File: config.mk
export PLATFORM = sky130hd
export DESIGN_NAME = dma
export DESIGN_NICKNAME = d
export VERILOG_FILES = /design/src/rtl/dma_pkg.sv /design/src/rtl/dma_descriptor.sv /design/src/rtl/dma.sv
export SDC_FILE = /design/constraint.sdc
export NUM_CORES = 1
export LEC_CHECK = 0
export CORE_MARGIN = 2
export CORE_UTILIZATION = 40
export DETAILED_ROUTE_END_ITERATION = 10
export PLACE_DENSITY = 0.88
export SLEW_MARGIN = 30
export SYNTH_ARGS = -nofsm -noshare
export SYNTH_HDL_FRONTEND = slang
export SYNTH_SLANG_ARGS = --single-unit
File: constraint.sdc
create_clock -name clock -period 3 [get_ports clock]
set_clock_uncertainty 0.15 [all_clocks]
set_input_delay 0.45 -clock clock [delete_from_list [all_inputs] [get_ports clock]]
set_output_delay 0.45 -clock clock [all_outputs]
set_load 0.01 [all_outputs]
File: src/rtl/dma_pkg.sv
// Shared types and constants for the DMA engine.
// Optional feature macro: DMA_READ_EN (enables read bursts into the inbound buffer).
package dma_pkg;

   typedef enum logic [3:0] {
      StIdle,
      StFetchA,
      StFetchC,
      StLatch,
      StRequest,
      StBegin,
      StWdata,
`ifdef DMA_READ_EN
      StRdata,
`endif
      StWend,
      StDone
   } dma_state_e;

   // Descriptor word indices inside a buffer half
   localparam int unsigned DescAddrIdx = 0;
   localparam int unsigned DescCtrlIdx = 1;
   localparam int unsigned DescDataIdx = 2;

   // Control word fields
   localparam int unsigned CtrlRnwBit  = 31;
   localparam int unsigned CtrlSizeMsb = 7;
   localparam int unsigned CtrlSizeLsb = 0;

   localparam logic [3:0] ByteEnAll = 4'hF;

   // Burst length minus one, taken from the control word
   function automatic logic [7:0] ctrl_size(input logic [31:0] ctrl);
      return ctrl[CtrlSizeMsb:CtrlSizeLsb];
   endfunction

endpackage

File: src/rtl/dma_descriptor.sv
// Descriptor holding registers (bus address, burst size, direction) and the beat counter.
// Optional feature macro: DMA_READ_EN (adds the direction bit).
module dma_descriptor
   import dma_pkg::*;
(
   input  logic        clock,
   input  logic        reset,
   input  logic        latch_addr_i,
   input  logic        latch_ctrl_i,
   input  logic        beat_clr_i,
   input  logic        beat_inc_i,
   input  logic [31:0] pop_data_i,
`ifdef DMA_READ_EN
   output logic        rnw_o,
`endif
   output logic [31:0] addr_o,
   output logic [7:0]  size_o,
   output logic [7:0]  beat_o,
   output logic        last_beat_o
);

   logic [31:0] addr_q, addr_d;
   logic [7:0]  size_q, size_d;
   logic [7:0]  beat_q, beat_d;
`ifdef DMA_READ_EN
   logic        rnw_q, rnw_d;
`endif

   // Next-state for descriptor fields and the beat counter
   always_comb begin
      addr_d = addr_q;
      size_d = size_q;
      beat_d = beat_q;
`ifdef DMA_READ_EN
      rnw_d  = rnw_q;
`endif
      if (latch_addr_i) begin
         addr_d = pop_data_i;
      end
      if (latch_ctrl_i) begin
         size_d = ctrl_size(pop_data_i);
`ifdef DMA_READ_EN
         rnw_d  = pop_data_i[CtrlRnwBit];
`endif
      end
      if (beat_clr_i) begin
         beat_d = 8'd0;
      end else if (beat_inc_i) begin
         beat_d = beat_q + 8'd1;
      end
   end

   // Descriptor registers with synchronous reset
   always_ff @(posedge clock) begin
      if (reset) begin
         addr_q <= 32'd0;
         size_q <= 8'd0;
         beat_q <= 8'd0;
`ifdef DMA_READ_EN
         rnw_q  <= 1'b0;
`endif
      end else begin
         addr_q <= addr_d;
         size_q <= size_d;
         beat_q <= beat_d;
`ifdef DMA_READ_EN
         rnw_q  <= rnw_d;
`endif
      end
   end

   assign addr_o      = addr_q;
   assign size_o      = size_q;
   assign beat_o      = beat_q;
   assign last_beat_o = (beat_q == size_q);
`ifdef DMA_READ_EN
   assign rnw_o       = rnw_q;
`endif

endmodule

File: src/rtl/dma.sv
// Bus-master DMA engine between the JTAG ping-pong buffer and the Gecko5 bus.
// Optional feature macro: DMA_READ_EN (read bursts; otherwise every burst is a write).
module dma
   import dma_pkg::*;
(
   input  logic        clock,
   input  logic        reset,
   input  logic        dataReady,
   output logic [31:0] popAddress,
   input  logic [31:0] popData,
   output logic        push,
   output logic [31:0] pushAddress,
   output logic [31:0] pushData,
   output logic        switch,
   output logic        request,
   input  logic        granted,
   input  logic [31:0] address_dataIN,
   input  logic        end_transactionIN,
   input  logic        data_validIN,
   input  logic        busyIN,
   input  logic        errorIN,
   output logic [31:0] address_dataOUT,
   output logic [3:0]  byte_enableOUT,
   output logic [7:0]  busrt_sizeOUT,
   output logic        read_n_writeOUT,
   output logic        begin_transactionOUT,
   output logic        end_transactionOUT,
   output logic        data_validOUT,
   output logic        busyOUT
);

   dma_state_e  state_q, state_d;
   logic        wphase_q, wphase_d;  // 0: fetch cycle, 1: present cycle of a write beat

   logic        latch_addr, latch_ctrl, beat_clr, beat_inc;
   logic [31:0] desc_addr;
   logic [7:0]  desc_size;
   logic [7:0]  beat;
   logic        last_beat;
   logic        is_read;

`ifdef DMA_READ_EN
   logic        desc_rnw;
   logic        rd_valid_q, rd_valid_d;
   logic [31:0] rd_data_q, rd_data_d;
   logic        rd_end_q, rd_end_d;
   assign is_read = desc_rnw;
`else
   logic        unused_rd;
   assign is_read   = 1'b0;
   assign unused_rd = ^{data_validIN, address_dataIN, end_transactionIN};
`endif

   dma_descriptor u_descriptor (
      .clock        (clock),
      .reset        (reset),
      .latch_addr_i (latch_addr),
      .latch_ctrl_i (latch_ctrl),
      .beat_clr_i   (beat_clr),
      .beat_inc_i   (beat_inc),
      .pop_data_i   (popData),
`ifdef DMA_READ_EN
      .rnw_o        (desc_rnw),
`endif
      .addr_o       (desc_addr),
      .size_o       (desc_size),
      .beat_o       (beat),
      .last_beat_o  (last_beat)
   );

   assign busyOUT = 1'b0;

   // Next-state and all outputs; every output idles at 0
   always_comb begin
      state_d              = state_q;
      wphase_d             = wphase_q;
      latch_addr           = 1'b0;
      latch_ctrl           = 1'b0;
      beat_clr             = 1'b0;
      beat_inc             = 1'b0;
      popAddress           = 32'd0;
      push                 = 1'b0;
      pushAddress          = 32'd0;
      pushData             = 32'd0;
      switch               = 1'b0;
      request              = 1'b0;
      address_dataOUT      = 32'd0;
      byte_enableOUT       = 4'd0;
      busrt_sizeOUT        = 8'd0;
      read_n_writeOUT      = 1'b0;
      begin_transactionOUT = 1'b0;
      end_transactionOUT   = 1'b0;
      data_validOUT        = 1'b0;
`ifdef DMA_READ_EN
      // Beats arriving after the slave ended (or errored) are dropped
      rd_valid_d = (state_q == StRdata) && data_validIN && !rd_end_q && !errorIN;
      rd_data_d  = data_validIN ? address_dataIN : rd_data_q;
      rd_end_d   = (state_q == StRdata) && (rd_end_q || end_transactionIN);
`endif

      case (state_q)
         StIdle: begin
            popAddress = 32'(DescAddrIdx);
            if (dataReady) state_d = StFetchA;
         end
         StFetchA: begin
            popAddress = 32'(DescAddrIdx);
            state_d    = StFetchC;
         end
         StFetchC: begin
            // popData now carries word 0 addressed during FETCH_A
            popAddress = 32'(DescCtrlIdx);
            latch_addr = 1'b1;
            state_d    = StLatch;
         end
         StLatch: begin
            latch_ctrl = 1'b1;
            beat_clr   = 1'b1;
            state_d    = StRequest;
         end
         StRequest: begin
            request = 1'b1;
            if (granted) state_d = StBegin;
         end
         StBegin: begin
            begin_transactionOUT = 1'b1;
            address_dataOUT      = desc_addr;
            byte_enableOUT       = ByteEnAll;
            busrt_sizeOUT        = desc_size;
            read_n_writeOUT      = is_read;
            wphase_d             = 1'b0;
            if (errorIN) begin
               state_d = StWend;
            end else if (is_read) begin
`ifdef DMA_READ_EN
               state_d = StRdata;
`endif
            end else begin
               state_d = StWdata;
            end
         end
         StWdata: begin
            // Address held through the present cycle so the RAM keeps returning the beat
            popAddress = 32'(DescDataIdx) + {24'd0, beat};
            if (wphase_q) begin
               data_validOUT   = 1'b1;
               address_dataOUT = popData;
               if (errorIN) begin
                  state_d = StWend;
               end else if (!busyIN) begin
                  if (last_beat) begin
                     state_d = StWend;
                  end else begin
                     beat_inc = 1'b1;
                     wphase_d = 1'b0;
                  end
               end
            end else begin
               if (errorIN) state_d = StWend;
               else         wphase_d = 1'b1;
            end
         end
`ifdef DMA_READ_EN
         StRdata: begin
            push        = rd_valid_q;
            pushAddress = {24'd0, beat};
            pushData    = rd_data_q;
            beat_inc    = rd_valid_q;
            if (errorIN) begin
               state_d = StDone;
            end else if ((end_transactionIN || rd_end_q) && !rd_valid_d) begin
               state_d = StDone;
            end
         end
`endif
         StWend: begin
            end_transactionOUT = 1'b1;
            state_d            = StDone;
         end
         StDone: begin
            switch  = 1'b1;
            state_d = StIdle;
         end
         default: state_d = StIdle;
      endcase
   end

   // State registers with synchronous reset
   always_ff @(posedge clock) begin
      if (reset) begin
         state_q    <= StIdle;
         wphase_q   <= 1'b0;
`ifdef DMA_READ_EN
         rd_valid_q <= 1'b0;
         rd_data_q  <= 32'd0;
         rd_end_q   <= 1'b0;
`endif
      end else begin
         state_q    <= state_d;
         wphase_q   <= wphase_d;
`ifdef DMA_READ_EN
         rd_valid_q <= rd_valid_d;
         rd_data_q  <= rd_data_d;
         rd_end_q   <= rd_end_d;
`endif
      end
   end

endmodule

# Yosys cells after proc, flatten, opt, wreduce, memory -nomap -nowiden
# Cells that the tools add are included.
[classes]
addsub = 2
eq_ne = 14
muxes = 33
reduce_logical = 4
[ops]
columns = ["op", "count"]
rows = [
  ["$pmux W32 S2", 1],
  ["$mux W32", 1],
  ["$mux W4", 8],
  ["$pmux W4 S8", 1],
  ["$mux W1", 19],
  ["$pmux W9 S2", 1],
  ["$eq A4 B3 Y1 const B", 4],
  ["$add A2 B8 Y9 const A", 1],
  ["$ne A3 B3 Y1 const B", 3],
  ["$add A8 B1 Y8 const B", 1],
  ["$eq A4 B2 Y1 const B", 2],
  ["$eq A8 B8 Y1", 1],
  ["$mux W8", 1],
  ["$reduce_and A5 Y1", 1],
  ["$eq A4 B1 Y1 const B", 1],
  ["$eq A4 B4 Y1 const B", 1],
  ["$logic_not A4 Y1", 1],
  ["$ne A2 B2 Y1 const B", 2],
  ["$pmux W1 S2", 1],
  ["$reduce_bool A2 Y1", 1],
  ["$reduce_or A2 Y1", 1],
]
[totals]
regBits = 53

# Longest topological paths before layout
# Gate-level depths: netlist of the first run.
[logic_depth]
word_depth = 6
mapped_depth = 7
mapped_depth_nobuf = 6

# Cells and area by module
# Synthesis of the first run repeated with hierarchy kept, for this count alone.
[unflattened]
hier_cells = 386
hier_area_um2 = 3499.6
[by_module_without_submodules]
columns = ["module", "cells_each", "n_inst", "seq_area_each_um2", "area_per_inst_um2"]
rows = [
  ["dma_descriptor", 179, 1, 960.9, 1824.2],
  ["dma", 207, 1, 100.1, 1675.4],
]

# Least setup slack after synthesis of the first run
# OpenSTA, ideal clock, no wires.
[synth_timing]
kind = "register to output"
from = "reg state_q[0]"
to = "out address_dataOUT[10]"
required_ns = 2.400
t_arrival_ns = 1.667
setup_slack_ns = 0.733
path_stages_with_launch = 7
path_cell_list = "dfxtp_1 buf_6 and4bb_1 buf_4 nor3_2 clkbuf_1 a22o_1"
[synth_via]
elab_chain_cells = 2
elab_cells_between_ends = 3
cone_classes = "eq/ne (2); mux (1)"
[synth_rtl]
columns = ["element", "line", "rtl"]
rows = [
  ["start, declared", "dma.sv:32", "dma_state_e state_q, state_d;"],
  ["start signal, assigned", "dma.sv:191", "state_q <= StIdle;"],
  ["start signal, assigned", "dma.sv:199", "state_q <= state_d;"],
  ["$eq A4 B3 Y1", "dma.sv:101", "case (state_q)"],
  ["$pmux W32 S2 *", "dma.sv:101", ""],
  ["end, declared", "dma.sv:22", "output logic [31:0] address_dataOUT,"],
]
# Every way passes the cells marked *; elsewhere a longest branch is shown, timed or not.

# Final worst setup path of the first run
[layout_timing]
from = "reg state_q[2]"
to = "out address_dataOUT[26]"
# Same word-level chain as after synthesis.

==> results of run 1 <==
==> flip-flops by register name (all words and copies together), names as in the netlist <==
name and flops:
u_descriptor.size_o 8, u_descriptor.addr_o 32, wphase_q 1, state_q 4, u_descriptor.beat_o 8
==> worst paths after layout <==
path                            endpoint  slack, ns  depth (start not counted)
hold / removal    u_descriptor.addr_o[0]       0.31                          2
setup / recovery     address_dataOUT[26]       0.07                          5
setup reg to reg              state_q[0]       0.83                          5
hold reg to reg   u_descriptor.addr_o[0]       0.31                          2
==> layout by cell type (no fill, tap or decap), types with 2 or more instances in the layout <==
cell type,Yosys,final
sky130_fd_sc_hd__bufinv_16,0,2
sky130_fd_sc_hd__a2111oi_0,2,2
sky130_fd_sc_hd__nand2_1,87,87
sky130_fd_sc_hd__nor2b_1,2,2
sky130_fd_sc_hd__clkdlybuf4s50_1,0,94
sky130_fd_sc_hd__a22o_1,32,32
sky130_fd_sc_hd__conb_1,1,90
sky130_fd_sc_hd__or3_1,6,6
sky130_fd_sc_hd__xnor2_1,7,7
sky130_fd_sc_hd__nand3_1,7,7
sky130_fd_sc_hd__nor3_1,6,6
sky130_fd_sc_hd__nor2_1,14,14
sky130_fd_sc_hd__o21ai_0,4,4
sky130_fd_sc_hd__nand2b_1,3,3
sky130_fd_sc_hd__a211oi_1,2,2
sky130_fd_sc_hd__buf_4,95,6
sky130_fd_sc_hd__ha_1,2,2
sky130_fd_sc_hd__dfxtp_1,53,52
sky130_fd_sc_hd__inv_1,2,2
sky130_fd_sc_hd__clkbuf_8,0,5
sky130_fd_sc_hd__xor2_1,11,11
sky130_fd_sc_hd__and2_1,13,13
sky130_fd_sc_hd__nand4_1,2,2
sky130_fd_sc_hd__a21oi_1,46,46
sky130_fd_sc_hd__mux2i_1,2,2
==> metrics by stage <==
stage	power [mW]	cell area, um2	worst slack [ns]
2_1_floorplan	1.113	3701	0.7335
3_3_place_gp	1.140	4023	0.4415
3_5_place_dp	1.153	4023	0.3944
4_1_cts	1.724	4156	0.03597
5_1_grt	1.795	4161	-0.009451
6_report	1.710	4161	0.06638
==> critical path, stage by stage (launching register included) <==
cell and delay (ns):
sky130_fd_sc_hd__dfxtp_1 0.49, sky130_fd_sc_hd__nand2b_1 0.24, sky130_fd_sc_hd__nor3_4 0.27, sky130_fd_sc_hd__buf_6 0.26, sky130_fd_sc_hd__a22o_1 0.20, sky130_fd_sc_hd__clkdlybuf4s50_1 0.54
==> per-layer routing <==
metal	part of all wire	global-route usage	vias up	wire, um
met1	0.42	0.1964	1399	3342
li1	-	-	1425	-
met2	0.50	0.3013	127	3998
met3	0.075	0.04699	11	605
met5	0	0	-	0
met4	0.012	0.04643	0	93
==> what timing repair did <==
item / CTS / global route
endpoints found under the hold margin: 0 / 0
endpoints found under the setup margin: 0 / 28
resized for setup: 0 / 2
==> logic make-up (layout without fill, tap and decap cells) <==
| kind of cell | Yosys count | after routing |
|---|---|---|
| AOI/OAI and AO/OA | 88 | 88 |
| xor gates and xnor gates | 18 | 18 |
| adders and majority gates | 2 | 2 |
| buffers and inverters | 125 | 113 |
| DFF | 53 | 53 |
| muxes | 2 | 2 |
| other | 1 | 90 |
| and+or+nand+nor | 148 | 148 |
==> final cells by class <==
| type | count | area (um2) |
|---|---|---|
| fillers | 773 | 4014 |
| multi-input cells | 348 | 1804 |
| flip-flops and latches | 53 | 1062 |
| repair buffers | 103 | 1022 |
| well taps | 105 | 131.4 |
| clock buffers | 5 | 68.82 |
| clock inverters | 3 | 65.06 |
| inverters | 2 | 7.507 |
==> power by group through the flow <==
stage	logic (mW)	registers, mW	clock network, mW
2_1_floorplan	0.320	0.793	0
3_3_place_gp	0.335	0.805	0
3_5_place_dp	0.344	0.809	0
4_1_cts	0.346	0.793	0.585
5_1_grt	0.390	0.801	0.604
6_report	0.345	0.794	0.572
==> metrics, run 1 <==
result of the run=finished, final reports clean; number of vias after detailed routing=2962; total number of clock tree sinks=53; die height=95.75 um; kind of launch point of the worst setup path=flip-flop; I/O pins=220; Achievable Freq=0.3409 GHz; FF-to-FF Start=u_descriptor.beat_o[1]; level count of the clock H-tree=2; final HPWL from detailed placement=5.893 mm; DRT iter0 DRCs=192; number of flip-flops and latches in the synthesized netlist=53; final estimated routing congestion in global placement=0.8760; Crit Path Category=reg2out; overall global routing resource usage=0.1684; clock share of power=0.334; top cell types by occurrence after synthesis=sky130_fd_sc_hd__buf_4 (95), sky130_fd_sc_hd__nand2_1 (87), sky130_fd_sc_hd__dfxtp_1 (53); count of maximum capacitance violations=0; proportion of power drawn by combinational gates=0.201; wire length per cell=12.99 um; Internal Power=1.213 mW; insertion delay to the later sink of the worst-skew pair=0.31 ns; post-synth design cell area=3367 um2; clock tree from TritonCTS=built; worst hold-check path type=reg2reg; synthesized-area fraction occupied by ao, oa, aoi and oai cells=0.1724; Post-CTS Setup Inserts=0; Netlist cell types=36; Net Sw Power=0.4971 mW; number of design rule violations left after detail routing=0; final cycle utilization of the critical path=0.9779; via count of the first global-routing pass=2691; final critical path time including I/O delays and setup=2.934 ns; startpoint of the worst hold path=u_descriptor.addr_o[0]; net switching share of the total power=0.2906; number of buffers created by CTS=5; Max Transition Viols Final=0; effective utilization at floorplan=0.4118; power share of the sequential group=0.464; synthesized-area fraction occupied by adder cells=0.007432; Setup crit end kind=output pin; share of cell area taken by muxes after synthesis=0.005946; total gr overflow=0; top flip-flop cell by instance count after synthesis=sky130_fd_sc_hd__dfxtp_1; most area-hungry cell type in the Yosys netlist=sky130_fd_sc_hd__dfxtp_1; Synth top area share=0.3151; x dimension of the die=95.75 um; clock slew seen by the registers of the worst setup and hold paths=0.10 ns; Post-Place Cells=611; reported leakage power=1.641 nW; slew margin rel.=0.4089; Worst Path Required=2.40 ns; wire length reported by the detailed router=8.040 mm; root buffer cell=sky130_fd_sc_hd__clkbuf_8; # port buffers=95; Synth area leaders=sky130_fd_sc_hd__dfxtp_1 (32%), sky130_fd_sc_hd__buf_4 (21%), sky130_fd_sc_hd__nand2_1 (9.7%); Post-Route Setup TNS=0 ns; Power Density=411.0 nW/um2; DRT Pass-1 Iters=4; Diodes inserted=0; maximum net fanout on the critical path=27; share of synthesized flip-flops with an asynchronous set or reset=0; Setup violations, final=0; Worst Hold Slack=0.3102 ns; Synth Area in XOR/XNOR=0.04682; count of hold-fix buffers inserted at cts=0; Gate Count Post-Synth=437; first-pass GRT wire length=12.29 mm; number of flops mapped to enable cells by yosys=0; Clock Path Buffers=2; area fraction in and, or, nand and nor cells after synthesis=0.2010; synthesized area per cell=7.705 um2; floorplan row count=33; fraction of final layout cells sized beyond drive strength 1=0.04086; number of failing hold endpoints at the final stage=0; Peak VDD IR=275.6 uV; portion of the post-synthesis area used by sequential elements=0.3151; dominant combinational cell family by area after synthesis=buffers and inverters; core area=8175 um2; pin count of the biggest net entering global routing=49; Layout Area Growth over Synthesis=23.60%; Critical Path Source=state_q[2]; per-cell via count in the routed design=4.785; cell with the most instances after synthesis=sky130_fd_sc_hd__buf_4; Final ANT Viol Nets=0; number of warnings reported in the yosys synthesis log=0; non-filler instance count after layout=619; antenna violations before repair=0; die footprint=9167 um2; slew at the pin closest to its max-slew limit=0.8867 ns; data arrival at the endpoint of the critical path=2.33 ns; final net count=587; final standard cell utilization of the core=0.5090
Note: power is estimated with default switching activity, not from simulation.
==> run 2: changes to the inputs <==
- CTS_CLUSTER_DIAMETER: default -> 30
- SKIP_LAST_GASP: default -> 1
==> results of run 2 <==
No change in the layout: final DEF, timing and power equal those of run 1.
==> variant 1 (flow settings as in run 2) <==
Add a define of `DMA_READ_EN`.
--- a/src/rtl/dma_pkg.sv
+++ b/src/rtl/dma_pkg.sv
@@ -2,2 +2,4 @@
 // Optional feature macro: DMA_READ_EN (enables read bursts into the inbound buffer).
+`define DMA_READ_EN
+
 package dma_pkg;
Function: changed (a bounded check fails within 10 cycles, from zero or initial values and one cycle with reset high).
==> variant 1 against run 2 <==
The run now ends with design-rule violations left; sequential share of layout area increased by 1.1 points; total power increased by 96%; sequential power increased by 84%; critical path depth increased by 1; clock power increased by 78%; non-clock buffer count increased by 81; cell area increased by 60%; via count increased by 50%; synthesized cell count increased by 36%; sequential cell count increased by 35; worst setup slack improved by 0.074 ns; synthesized area increased by 42%; routed wire length increased by 62%.
==> variant 1: results (changes against run 2) <==
[status]
outcome=complete, but fails checks
violations=design-rule violations

[route]
wl_per_cell_um=14.7  ; +13%
drt_iter0_drc=303  ; +58%
wl_met1_um=5390  ; +61%
wl_met3_um=619  ; +2.3%
viasPerCell=5.02  ; +5.0%
drcViolationCount=9  ; +9
wl_met2_um=6640  ; +66%
vias=4447  ; +50%
drtPass1Iterations=10  ; +6

[clock_tree]
root_buffer=clkbuf_16
path_clk_slew_ns=0.06  ; -0.04 ns
htreeDepth=3  ; +1
clk_latency_ns=0.34  ; +0.03 ns
cts_buffers=9  ; +4

[place]
io_buffers=171  ; +80%
placed_area_um2=6360  ; +58%
pre_cts_ws_ns=0.437  ; +0.0424 ns
gp_congestion=0.855  ; -2.4%
dp_hpwl_um=9340  ; +59%

[synth]
ys_seq_area_share_pct=37.0  ; +5.5 points
synth-xor-area-share_pct=2.39  ; -2.3 points
synth-compound-area-share_pct=14.4  ; -2.8 points
synth_area_leaders=dfxtp_1 37%, buf_4 8.4%, nand2_1 7.8%
synth_mux_area_share_pct=7.35  ; +6.8 points
synth_fa_ha_area_share_pct=0.525  ; -0.22 points

[power_and_ir_drop]
pwr-share-clk_pct=30.3  ; -3.1 points
switchingPower_mw=1.08  ; +120%
leakage_nw=2.58  ; +57%
ir_drop_v=0.000266  ; -3.6%
p_comb_share_pct=26.2  ; +6.1 points

[sta]
fmax_ghz=0.350  ; +2.6%
slew_headroom_pct=43.9  ; +3.0 points

[finish]
nets=812  ; +38%
drive_above_1_share_pct=5.26  ; +1.2 points

[critical_path]
r2r_setup_slack_ns=0.66  ; -0.17 ns
critPathArrivalTime_ns=2.26  ; -0.07 ns
cp-startpoint=state_q[0]$_SDFFE_PP0P_
r2r_cells=7  ; +2
worst_r2r_endpoint=u_descriptor.beat_o[7]$_SDFFE_PP0P_
crit_fanout=46  ; +70%
r2r-start=state_q[3]$_SDFFE_PP0P_

[global_route]
grt_max_degree=79  ; +61%
grt_pass1_vias=4030  ; +50%
grt_use_met1_pct=24.6  ; +4.9 points
grtUsageTotal_pct=19.7  ; +2.9 points
grtUsageMet3_pct=3.21  ; -1.5 points
use_met2_pct=32.9  ; +2.8 points
grt_pass1_wl_um=20300  ; +66%

variant 1: cell types whose count changed after synthesis, sizes merged, moves of 11 or more:
cell and delta:
mux2i +33, and2 +41, nor2 +36, buf -31, nand2 +11, dfxtp +35
variant 1: area by class of cell:
cell class,count,area [µm²]
Sequential cell,88,1760
Fill cell,1037,4880
Tap cell,143,179
Inverter,5,18.8
Clock inverter,5,35.0
Multi-Input combinational cell,450,2590
Clock buffer,10,229
Timing Repair Buffer,184,1820
variant 1: how the worst min path moves through the flow:
stage               slack, ns  cells past startpoint                                    to                                 start
floorplan                0.29                      2   u_descriptor.addr_o[0]$_SDFFE_PP0P_   u_descriptor.addr_o[0]$_SDFFE_PP0P_
global placement         0.29                      2   u_descriptor.addr_o[3]$_SDFFE_PP0P_   u_descriptor.addr_o[3]$_SDFFE_PP0P_
detailed placement       0.30                      2  u_descriptor.addr_o[16]$_SDFFE_PP0P_  u_descriptor.addr_o[16]$_SDFFE_PP0P_
CTS                      0.31                      2  u_descriptor.addr_o[16]$_SDFFE_PP0P_  u_descriptor.addr_o[16]$_SDFFE_PP0P_
global route             0.32                      2   u_descriptor.addr_o[2]$_SDFFE_PP0P_   u_descriptor.addr_o[2]$_SDFFE_PP0P_
finish                   0.30                      2  u_descriptor.addr_o[10]$_SDFFE_PP0P_  u_descriptor.addr_o[10]$_SDFFE_PP0P_
variant 1: timing repair:
action / in CTS / in global routing
hold endpoints to repair: 0 / 0
hold buffers: 0 / 0
endpoints found under the setup margin: 0 / 37
gates resized for setup: 0 / 5
variant 1: kinds of logic (layout without fill, tap and decap cells):
kind of cell	count (synthesis)	after routing
and+or+nand+nor	250	250
buffers and inverters	104	204
AOI/OAI and AO/OA	102	102
DFF	88	88
muxes	35	35
xor gates and xnor gates	13	13
adders and majority gates	2	2
other	1	48
==> variant 2 (settings of run 2) <==
Made on the original files. Make the reset (`reset`) asynchronous in 2 clocked blocks. Comments in the files are not updated.
--- a/src/rtl/dma_descriptor.sv
+++ b/src/rtl/dma_descriptor.sv
@@ -53,3 +53,3 @@
    // Descriptor registers with synchronous reset
-   always_ff @(posedge clock) begin
+   always_ff @(posedge clock or posedge reset) begin
       if (reset) begin
--- a/src/rtl/dma.sv
+++ b/src/rtl/dma.sv
@@ -188,3 +188,3 @@
    // State registers with synchronous reset
-   always_ff @(posedge clock) begin
+   always_ff @(posedge clock or posedge reset) begin
       if (reset) begin
Formal check against the unedited RTL: differs if reset is asserted again (counterexample within 4 cycles, from zero or initial values and one cycle with reset high); with reset held inactive, the same outputs for 10 cycles.
==> variant 2 against run 2 <==
Cell area rose by 6.6%; die area rose by 5.9%; utilization rose by 0.19 points; routed wire length fell by 3.6%; global-route usage fell by 1.3 points; worst hold slack improved by 0.043 ns; synthesized area rose by 6.2%; worst setup slack improved by 0.024 ns; sequential cell count did not move.
Power is not compared: it rests on default switching activity, and its combinational part moved more than twofold at a synthesized area within 25%.
==> variant 2: results (changes against run 2) <==
[power_and_ir_drop]
ir_drop_v=0.000507
leakage_nw=1.97

[synth]
synth.yosys.warnings=0  ; unchanged
avgSynthCellArea_um2=10.1  ; +31%
synth-compound-area-share_pct=12.4  ; -4.9 points
yosysUniqueCellTypes=43  ; +19%
async_flop_share_pct=100  ; +100 points
synth_mux_area_share_pct=10.1  ; +9.5 points
synth_fa_ha_area_share_pct=0.700  ; -0.043 points
ys.flop_type=dfrtp_1
ys_seq_area_share_pct=37.1  ; +5.6 points
synth_area_leaders=dfrtp_1 37%, buf_4 20%, mux2_2 9.4%
synth-xor-area-share_pct=4.41  ; -0.27 points
synth_common_cells=95 x buf_4, 53 x dfrtp_1, 33 x nand2_1, 32 x a22o_1, 30 x mux2_2

[clock_tree]
postCtsSetupRepairBufs=0  ; unchanged
clk_latency_ns=0.31  ; about the same
root_buffer=clkbuf_8
htreeDepth=2  ; unchanged
cts_resized=1  ; +1
path_clk_slew_ns=0.09
cts_buffers=5  ; unchanged
clock_path_buffers=2  ; unchanged

[route]
drt_iter0_drc=95  ; -51%
drtPass1Iterations=4  ; unchanged
wl_um=7750  ; -3.6%
vias=2560  ; -14%
viasPerCell=4.64  ; -3.1%

[critical_path]
crit_family=buffers and inverters
critPathSlowestCell=clkdlybuf4s50_1
max_stage_delay_ns=0.55
critPathArrivalTime_ns=2.31  ; -0.02 ns
crit_fanout=34  ; +26%

[finish]
nets=517  ; -12%
drive_above_1_share_pct=14.6  ; +11 points
num_antenna_cells=0  ; unchanged
largest_reg_flops=32  ; unchanged

[place]
placed_area_um2=4310  ; +7.0%
placed_cells=543  ; -11%
io_buffers=95  ; unchanged
pre_cts_ws_ns=0.349  ; -0.0452 ns
gp_congestion=0.787  ; -10%
dp_hpwl_um=5920  ; +0.50%

[global_route]
grt_pass1_vias=2490  ; -7.5%
grt_max_degree=46  ; -6.1%
grtUsageTotal_pct=15.6  ; -1.3 points
antenna_found_initial=0  ; unchanged
grt_pass1_wl_um=12300  ; -0.11%

[sta]
hold_viol=0  ; unchanged
max_slew.worst_pin.slew_ns=0.836  ; -0.0507 ns

[min_path]
min_path_type=reg2reg

[status]
outcome=completed

[variant 2: changes by cell type after synthesis, moves of 5 or more]
| cell | change |
|---|---|
| a21oi_1 | -42 |
| buf_2 | +5 |
| clkbuf_1 | -15 |
| dfrtp_1 | +53 |
| dfxtp_1 | -53 |
| mux2_2 | +30 |
| nand2_1 | -54 |
| or3_1 | -5 |
[variant 2: final cells by class]
| type | instances | area, µm² |
|---|---|---|
| fill | 736 | 4240 |
| multi-input combinational | 276 | 1800 |
| sequential | 53 | 1330 |
| timing repair buffer | 103 | 1040 |
| tap | 108 | 135 |
| clock buffer | 5 | 68.8 |
| clock inverter | 3 | 46.3 |
| inverter | 4 | 15.0 |
[variant 2: path summary, 6_finish.rpt]
| kind | start | end | slack [ns] | depth (start not counted) |
|---|---|---|---|---|
| hold / removal | state_q[3]$_DFFE_PP0P_ | state_q[2]$_DFFE_PP0P_ | 0.35 | 1 |
| hold reg to reg | state_q[3]$_DFFE_PP0P_ | state_q[2]$_DFFE_PP0P_ | 0.35 | 1 |
| max in group asynchronous | reset | u_descriptor.addr_o[25]$_DFFE_PP0P_ | 1.52 | 3 |
| min in group asynchronous | reset | state_q[3]$_DFFE_PP0P_ | 0.49 | 2 |
| setup reg to reg | u_descriptor.beat_o[5]$_DFFE_PP0P_ | state_q[0]$_DFFE_PP0P_ | 1.04 | 5 |
| setup / recovery | state_q[0]$_DFFE_PP0P_ | address_dataOUT[20] | 0.09 | 5 |
[variant 2: routing by layer]
layer  wire length (µm)  up-vias  track usage, %  share of wire (%)
met1               3020     1218            17.9                 39
met5                  0        -               0                  0
met4                118        0            4.85                1.5
li1                   -     1195               -                  -
met3                834       10            6.24                 11
met2               3780      137            26.7                 49
[variant 2: report_power, final]
group          internal [mW]  switching (mW)
clock network          0.250           0.239
logic                  0.913           0.843
registers               1.05           0.250
